[config.mk]
export PLATFORM = sky130hd
export DESIGN_NAME = vga_pixel_fetch
export DESIGN_NICKNAME = d
export VERILOG_FILES = /design/src/rtl/vga_pkg.sv /design/src/rtl/vga_valid_pipe.sv /design/src/rtl/vga_pixel_fetch.sv
export SDC_FILE = /design/constraint.sdc
export NUM_CORES = 1
export LEC_CHECK = 0
export BUFFER_PORTS_ARGS = -buffer_cell sky130_fd_sc_hd__buf_4
export CORE_AREA = 2 2 68 70
export DETAILED_ROUTE_END_ITERATION = 8
export DIE_AREA = 0 0 70 72
export GPL_TIMING_DRIVEN = 0
export PLACE_DENSITY = 0.86
export SYNTH_ARGS = -nofsm -noshare
export SYNTH_HDL_FRONTEND = slang
export SYNTH_SLANG_ARGS = --single-unit
[constraint.sdc]
create_clock -name clk -period 3.1 [get_ports clk]
set_input_delay 0.31 -clock clk [delete_from_list [all_inputs] [get_ports clk]]
set_output_delay 0.31 -clock clk [all_outputs]
set_load 0.005 [all_outputs]
[src/rtl/vga_pkg.sv]
// rtl/vga_pkg.sv - VGA raster constants and shared pixel/coordinate types
package vga_pkg;
    localparam int H_ACTIVE = 640;
    localparam int H_TOTAL  = 800;
    localparam int V_ACTIVE = 480;
    localparam int V_TOTAL  = 525;

    typedef logic [7:0] pixel_t;
    typedef logic [9:0] coord_t;
endpackage

[src/rtl/vga_valid_pipe.sv]
// rtl/vga_valid_pipe.sv - fixed-depth flag delay line with synchronous active-low clear
module vga_valid_pipe #(
    parameter int DEPTH = 2
) (
    input  logic clk_i,
    input  logic rst_n_i,
    input  logic d_i,
    output logic q_o
);

    logic [DEPTH-1:0] sr_q;
    logic [DEPTH-1:0] sr_d;

    always_comb begin
        sr_d = (sr_q << 1) | DEPTH'(d_i);
    end

    always_ff @(posedge clk_i) begin
        if (!rst_n_i) begin
            sr_q <= '0;
        end else begin
            sr_q <= sr_d;
        end
    end

    assign q_o = sr_q[DEPTH-1];

endmodule

[src/rtl/vga_pixel_fetch.sv]
// rtl/vga_pixel_fetch.sv - look-ahead framebuffer fetch feeding the VGA output stage
// Optional double buffering with swap handshake when FETCH_DBUF_EN is defined.
module vga_pixel_fetch
    import vga_pkg::*;
#(
    parameter int     READ_LAT   = 1,
    parameter int     IMG_W_LOG2 = 8,
    parameter int     IMG_H_LOG2 = 8,
    parameter int     SCALE_LOG2 = 0,
    parameter int     X0         = 192,
    parameter int     Y0         = 112,
    parameter pixel_t BORDER     = 8'h00
) (
    input  logic                             clk,
    input  logic                             rst_n,
    input  logic [9:0]                       x,
    input  logic [9:0]                       y,
`ifdef FETCH_DBUF_EN
    output logic [IMG_W_LOG2+IMG_H_LOG2:0]   mem_addr,
`else
    output logic [IMG_W_LOG2+IMG_H_LOG2-1:0] mem_addr,
`endif
    output logic                             mem_rd_en,
    input  logic [7:0]                       mem_rdata,
    output logic [7:0]                       pixel,
    input  logic                             swap_req,
    output logic                             swap_ack
);

    localparam int LA = READ_LAT + 1;
`ifdef FETCH_DBUF_EN
    localparam int AW = IMG_W_LOG2 + IMG_H_LOG2 + 1;
`else
    localparam int AW = IMG_W_LOG2 + IMG_H_LOG2;
`endif
    localparam logic [11:0] WIN_W = 12'((1 << IMG_W_LOG2) << SCALE_LOG2);
    localparam logic [11:0] WIN_H = 12'((1 << IMG_H_LOG2) << SCALE_LOG2);

    logic [11:0]           xs;
    logic [11:0]           xl;
    logic [11:0]           dx;
    logic [11:0]           dy;
    logic [11:0]           dx_s;
    logic [11:0]           dy_s;
    logic [9:0]            y_inc;
    logic [9:0]            yl;
    logic                  wrap;
    logic                  in_range;
    logic                  in_win;
    logic                  flag;
    logic [IMG_H_LOG2-1:0] row;
    logic [IMG_W_LOG2-1:0] col;
    logic [AW-1:0]         addr_d;
    logic [AW-1:0]         addr_q;
    logic                  rd_en_d;
    logic                  rd_en_q;
    logic                  unused_bits;
`ifdef FETCH_DBUF_EN
    logic                  swap_pt;
    logic                  front_d;
    logic                  front_q;
    logic                  ack_d;
    logic                  ack_q;
`endif

    // Offsets below the window wrap to large unsigned values, so one compare covers both edges.
    always_comb begin
        xs       = {2'b00, x} + 12'(LA);
        wrap     = xs >= 12'(H_TOTAL);
        xl       = wrap ? (xs - 12'(H_TOTAL)) : xs;
        y_inc    = (y == 10'(V_TOTAL - 1)) ? 10'd0 : (y + 10'd1);
        yl       = wrap ? y_inc : y;
        dx       = xl - 12'(X0);
        dy       = {2'b00, yl} - 12'(Y0);
        dx_s     = dx >> SCALE_LOG2;
        dy_s     = dy >> SCALE_LOG2;
        row      = dy_s[IMG_H_LOG2-1:0];
        col      = dx_s[IMG_W_LOG2-1:0];
        in_range = (x < 10'(H_TOTAL)) && (y < 10'(V_TOTAL));
        in_win   = in_range && (dx < WIN_W) && (dy < WIN_H);
    end

    always_comb begin
        addr_d  = addr_q;
        rd_en_d = in_win;
        if (in_win) begin
`ifdef FETCH_DBUF_EN
            addr_d = {front_q, row, col};
`else
            addr_d = {row, col};
`endif
        end
    end

    always_ff @(posedge clk) begin
        if (!rst_n) begin
            addr_q  <= '0;
            rd_en_q <= 1'b0;
        end else begin
            addr_q  <= addr_d;
            rd_en_q <= rd_en_d;
        end
    end

`ifdef FETCH_DBUF_EN
    // Swap lands on the first blanking line so the next frame's first read sees the new buffer.
    always_comb begin
        swap_pt = in_range && (xl == 12'd0) && (yl == 10'(V_ACTIVE));
        ack_d   = swap_pt && swap_req;
        front_d = front_q ^ ack_d;
    end

    always_ff @(posedge clk) begin
        if (!rst_n) begin
            front_q <= 1'b0;
            ack_q   <= 1'b0;
        end else begin
            front_q <= front_d;
            ack_q   <= ack_d;
        end
    end

    assign swap_ack    = ack_q;
    assign unused_bits = ^{dx_s, dy_s};
`else
    assign swap_ack    = 1'b0;
    assign unused_bits = ^{dx_s, dy_s, swap_req};
`endif

    vga_valid_pipe #(
        .DEPTH (LA)
    ) u_flag_pipe (
        .clk_i   (clk),
        .rst_n_i (rst_n),
        .d_i     (in_win),
        .q_o     (flag)
    );

    assign mem_addr  = addr_q;
    assign mem_rd_en = rd_en_q;
    assign pixel     = flag ? mem_rdata : BORDER;

endmodule

==> results.sh <==
export IMPL_status="finished with violations"
export IMPL_violations="setup timing"
export IMPL_cts_tree="done"
export IMPL_clk_latency_ns=0.26
export IMPL_fin_ws_ns=-0.0726
export IMPL_grt_start_max_net_pins=11
export IMPL_ant_nets=0
export IMPL_vias_per_cell=5.98
export IMPL_min_period_ns=3.17
export IMPL_critPathRequiredTime_ns=3.25
export IMPL_grt_pass1_wl_um=9100
export IMPL_globalplace_congestion=0.888
export IMPL_reg2reg_to="mem_addr[6]"
export IMPL_drt_first_iter_violations=150
export IMPL_fill_cells=366
export IMPL_critPathMaxFanout=9
export IMPL_finalCritPeriodShare_pct=102
export IMPL_slew_violations=0
export IMPL_tightest_slew_ns=0.664
export IMPL_fin_cells=363
export IMPL_worst_hold_path_endpoint="mem_addr[0]"
export IMPL_skew_ns=0.0000205
export IMPL_critPathArrivalTime_ns=3.32
export IMPL_holdPathStages=3
export IMPL_min_path_type="primary input to flip-flop"
export IMPL_synthFlopType="dfxtp_1"
export IMPL_start_util_pct=45.2
export IMPL_hpwl_um=4090
export IMPL_dieArea_mm2=0.00504
export IMPL_setup_worst_path_start_class="primary input"
export IMPL_peakVddDrop_v=0.000120
export IMPL_die_width_um=70
export IMPL_seq_area_frac_synth_pct=18.7
export IMPL_postSynthNetCount=285
export IMPL_synth_edf_count=0
export IMPL_placedCellCount=348
export IMPL_crit_path_end_kind="flip-flop"
export IMPL_setup_viol=16
export IMPL_hp_start="x[0]"
export IMPL_final_layout_size_suffix_gt1_share_pct=35.4
export IMPL_clock_tree_root_cell="clkbuf_8"
export IMPL_ctsHoldBuffers=0
export IMPL_wl_per_cell_um=15.7
export IMPL_cts_buffer_depth=2
export IMPL_p_per_area_mw_per_mm2=248
export IMPL_post_route_drc_count=0
export IMPL_timing_rr_start="mem_addr[6]"
export IMPL_reg2reg_depth=2
export IMPL_totalWireLength_um=5700
export IMPL_portBuffers=49
export IMPL_n_antenna_cell=0
export IMPL_core_area_mm2=0.00426
export IMPL_cts_sinks=18
export IMPL_ys_seq_elements=18
export IMPL_yosys_area_top_type_share_pct=18.7
export IMPL_leakage_nw=1.24
export IMPL_vias=2172
export IMPL_fin_nets=350
export IMPL_synth_top_cells_by_count="44 x nand2_1, 18 x dfxtp_1, 17 x mux2i_1"
export IMPL_die_h_um=72
export IMPL_cts_htree_levels=1
export IMPL_avgSynthCellArea_um2=7.80
export IMPL_synth_largest_area_cell="dfxtp_1"
export IMPL_cp_cell_sequence="buf_12 -> ha_4 -> and3_4 -> o211a_4 -> o31ai_4 -> a211oi_4 -> buf_12 -> or4_4 -> buf_6 -> a221oi_4 -> mux2i_1 -> o211ai_2 -> buf_6 -> mux2_4"
export IMPL_reg2reg_slack_ns=2.29
export IMPL_hold_slack_ns=0.301
export IMPL_num_io_pins=57
export IMPL_overflow=0
export IMPL_timing_fmax_ghz=0.315
export IMPL_synth_distinct_cells=65
export IMPL_grtUsageTotal_pct=21.5
export IMPL_syn_area_mm2=0.00193
export IMPL_ys_top_cells_by_area="dfxtp_1 19%, mux2i_1 8.8%, nand2_1 8.6%, ha_1 4.5%, xnor2_1 4.1%"
export IMPL_num_rows=24
export IMPL_clkSlewWorstSetupHoldPaths_ns=0.07
export IMPL_slowest_delay_ns=0.53
export IMPL_power_w=0.000683
export IMPL_antenna_found_initial=0
export IMPL_synth_warnings=0
export IMPL_firstDrtPassIters=4
export IMPL_synthArstFlopShare_pct=0
export IMPL_finalHoldViolations=0
export IMPL_drv_cap=0
export IMPL_area_growth_pct=42.8
export IMPL_crit_slowest_cell="or4_4"
export IMPL_slew_headroom_pct=55.4
export IMPL_synthCells=247
export IMPL_numCtsBuffers=3
export IMPL_first_global_vias=2010
export IMPL_yosys_cell_count_top_type="nand2_1"
export IMPL_rsz0062_at_grt="true"
export IMPL_critPathKind="primary input to flip-flop"
[cell usage in the layout (no fill, tap or decap), types with 3 or more instances in the layout]
master / synthesis / final
buf_4: 3 / 58
nand2_1: 44 / 41
dfxtp_1: 18 / 18
mux2i_1: 17 / 17
and2_1: 12 / 12
o21ai_0: 12 / 10
xnor2_1: 9 / 9
nand3_1: 7 / 7
nor2_1: 9 / 7
and3_1: 8 / 6
clkbuf_1: 6 / 6
a211oi_1: 6 / 6
a21oi_1: 5 / 5
inv_1: 5 / 5
nor3_1: 6 / 5
ha_1: 7 / 5
nand2b_1: 4 / 4
xor2_1: 4 / 4
clkbuf_8: 0 / 4
buf_2: 3 / 3
nand4_1: 3 / 3
or2_2: 3 / 3
buf_12: 1 / 3
[cells by family (layout without fill, tap and decap cells)]
| logic type | after synthesis | after routing | share of synthesized area (%) |
|---|---|---|---|
| and+or+nand+nor | 114 | 114 | 31.1 |
| AOI/OAI and AO/OA | 54 | 54 | 22.9 |
| buffers and inverters | 21 | 85 | 6.11 |
| muxes | 18 | 18 | 9.42 |
| DFF | 18 | 18 | 18.7 |
| xor gates and xnor gates | 14 | 14 | 7.08 |
| adders and majority gates | 7 | 7 | 4.55 |
| other | 1 | 1 | 0.195 |
[layer usage]
metal,up-vias,GRT usage (%),part of all wire [%]
li1,1042,-,-
met1,1019,25.9,41
met2,100,39.4,51
met3,11,2.92,6.3
met4,0,7.48,1.7
met5,-,0,0
[power breakdown]
group / switching (W) / total, W / internal (W)
clock: 0.0000813 / 0.000194 / 0.000113
sequential: 0.00000140 / 0.000235 / 0.000234
combinational: 0.000138 / 0.000253 / 0.000115
[sequential cells by signal, summed over array words and instances, names as in the netlist]
signal / flops
u_flag_pipe.sr_q: 2
mem_addr: 16
[through the flow]
stage / utilization [%] / setup slack, ns / setup TNS [ns] / cell area, um2
after floorplan: - / -0.0699 / -0.237 / 2000
after global placement: 57.1 / -0.564 / -8.07 / 2430
after detailed placement: 57.1 / -0.561 / -8.10 / 2430
after CTS: 62.0 / -0.00961 / -0.00961 / 2640
after global routing: 64.5 / -0.163 / -2.31 / 2750
final: 64.5 / -0.0726 / -0.751 / 2750
[worst max-delay path by stage]
stage | startpoint | to | slack (ns) | cells past startpoint
floorplan | x[6] | mem_addr[6] | -0.07 | 14
CTS | x[1] | mem_addr[9] | -0.01 | 16
global route | y[6] | mem_addr[9] | -0.16 | 12
global placement | x[1] | mem_addr[6] | -0.56 | 12
finish | x[1] | mem_addr[6] | -0.07 | 14
detailed placement | x[1] | mem_addr[6] | -0.56 | 12
[cell type report]
| type | count | area, um2 | area share [%] |
|---|---|---|---|
| well taps | 52 | 65.1 | 2.37 |
| repair buffers | 60 | 487 | 17.7 |
| clock buffers | 4 | 55.1 | 2.00 |
| inverters | 7 | 26.3 | 0.955 |
| multi-input cells | 208 | 1660 | 60.3 |
| plain buffers | 14 | 98.8 | 3.59 |
| flip-flops and latches | 18 | 360 | 13.1 |
[what timing repair did]
item	4_1_cts	5_1_grt
gates resized for setup	15	16
buffers inserted	9	2
setup endpoints to repair	17	17
pin swaps	12	5
[critical path: cells and delay by family]
family | cells | cell delay, ns
compound gates | 5 | 1.00
fa+ha+maj | 1 | 0.18
buf+inv | 4 | 0.55
mux | 2 | 0.54
simple gates | 2 | 0.73
No activity file was read; power rests on OpenSTA's default activity.
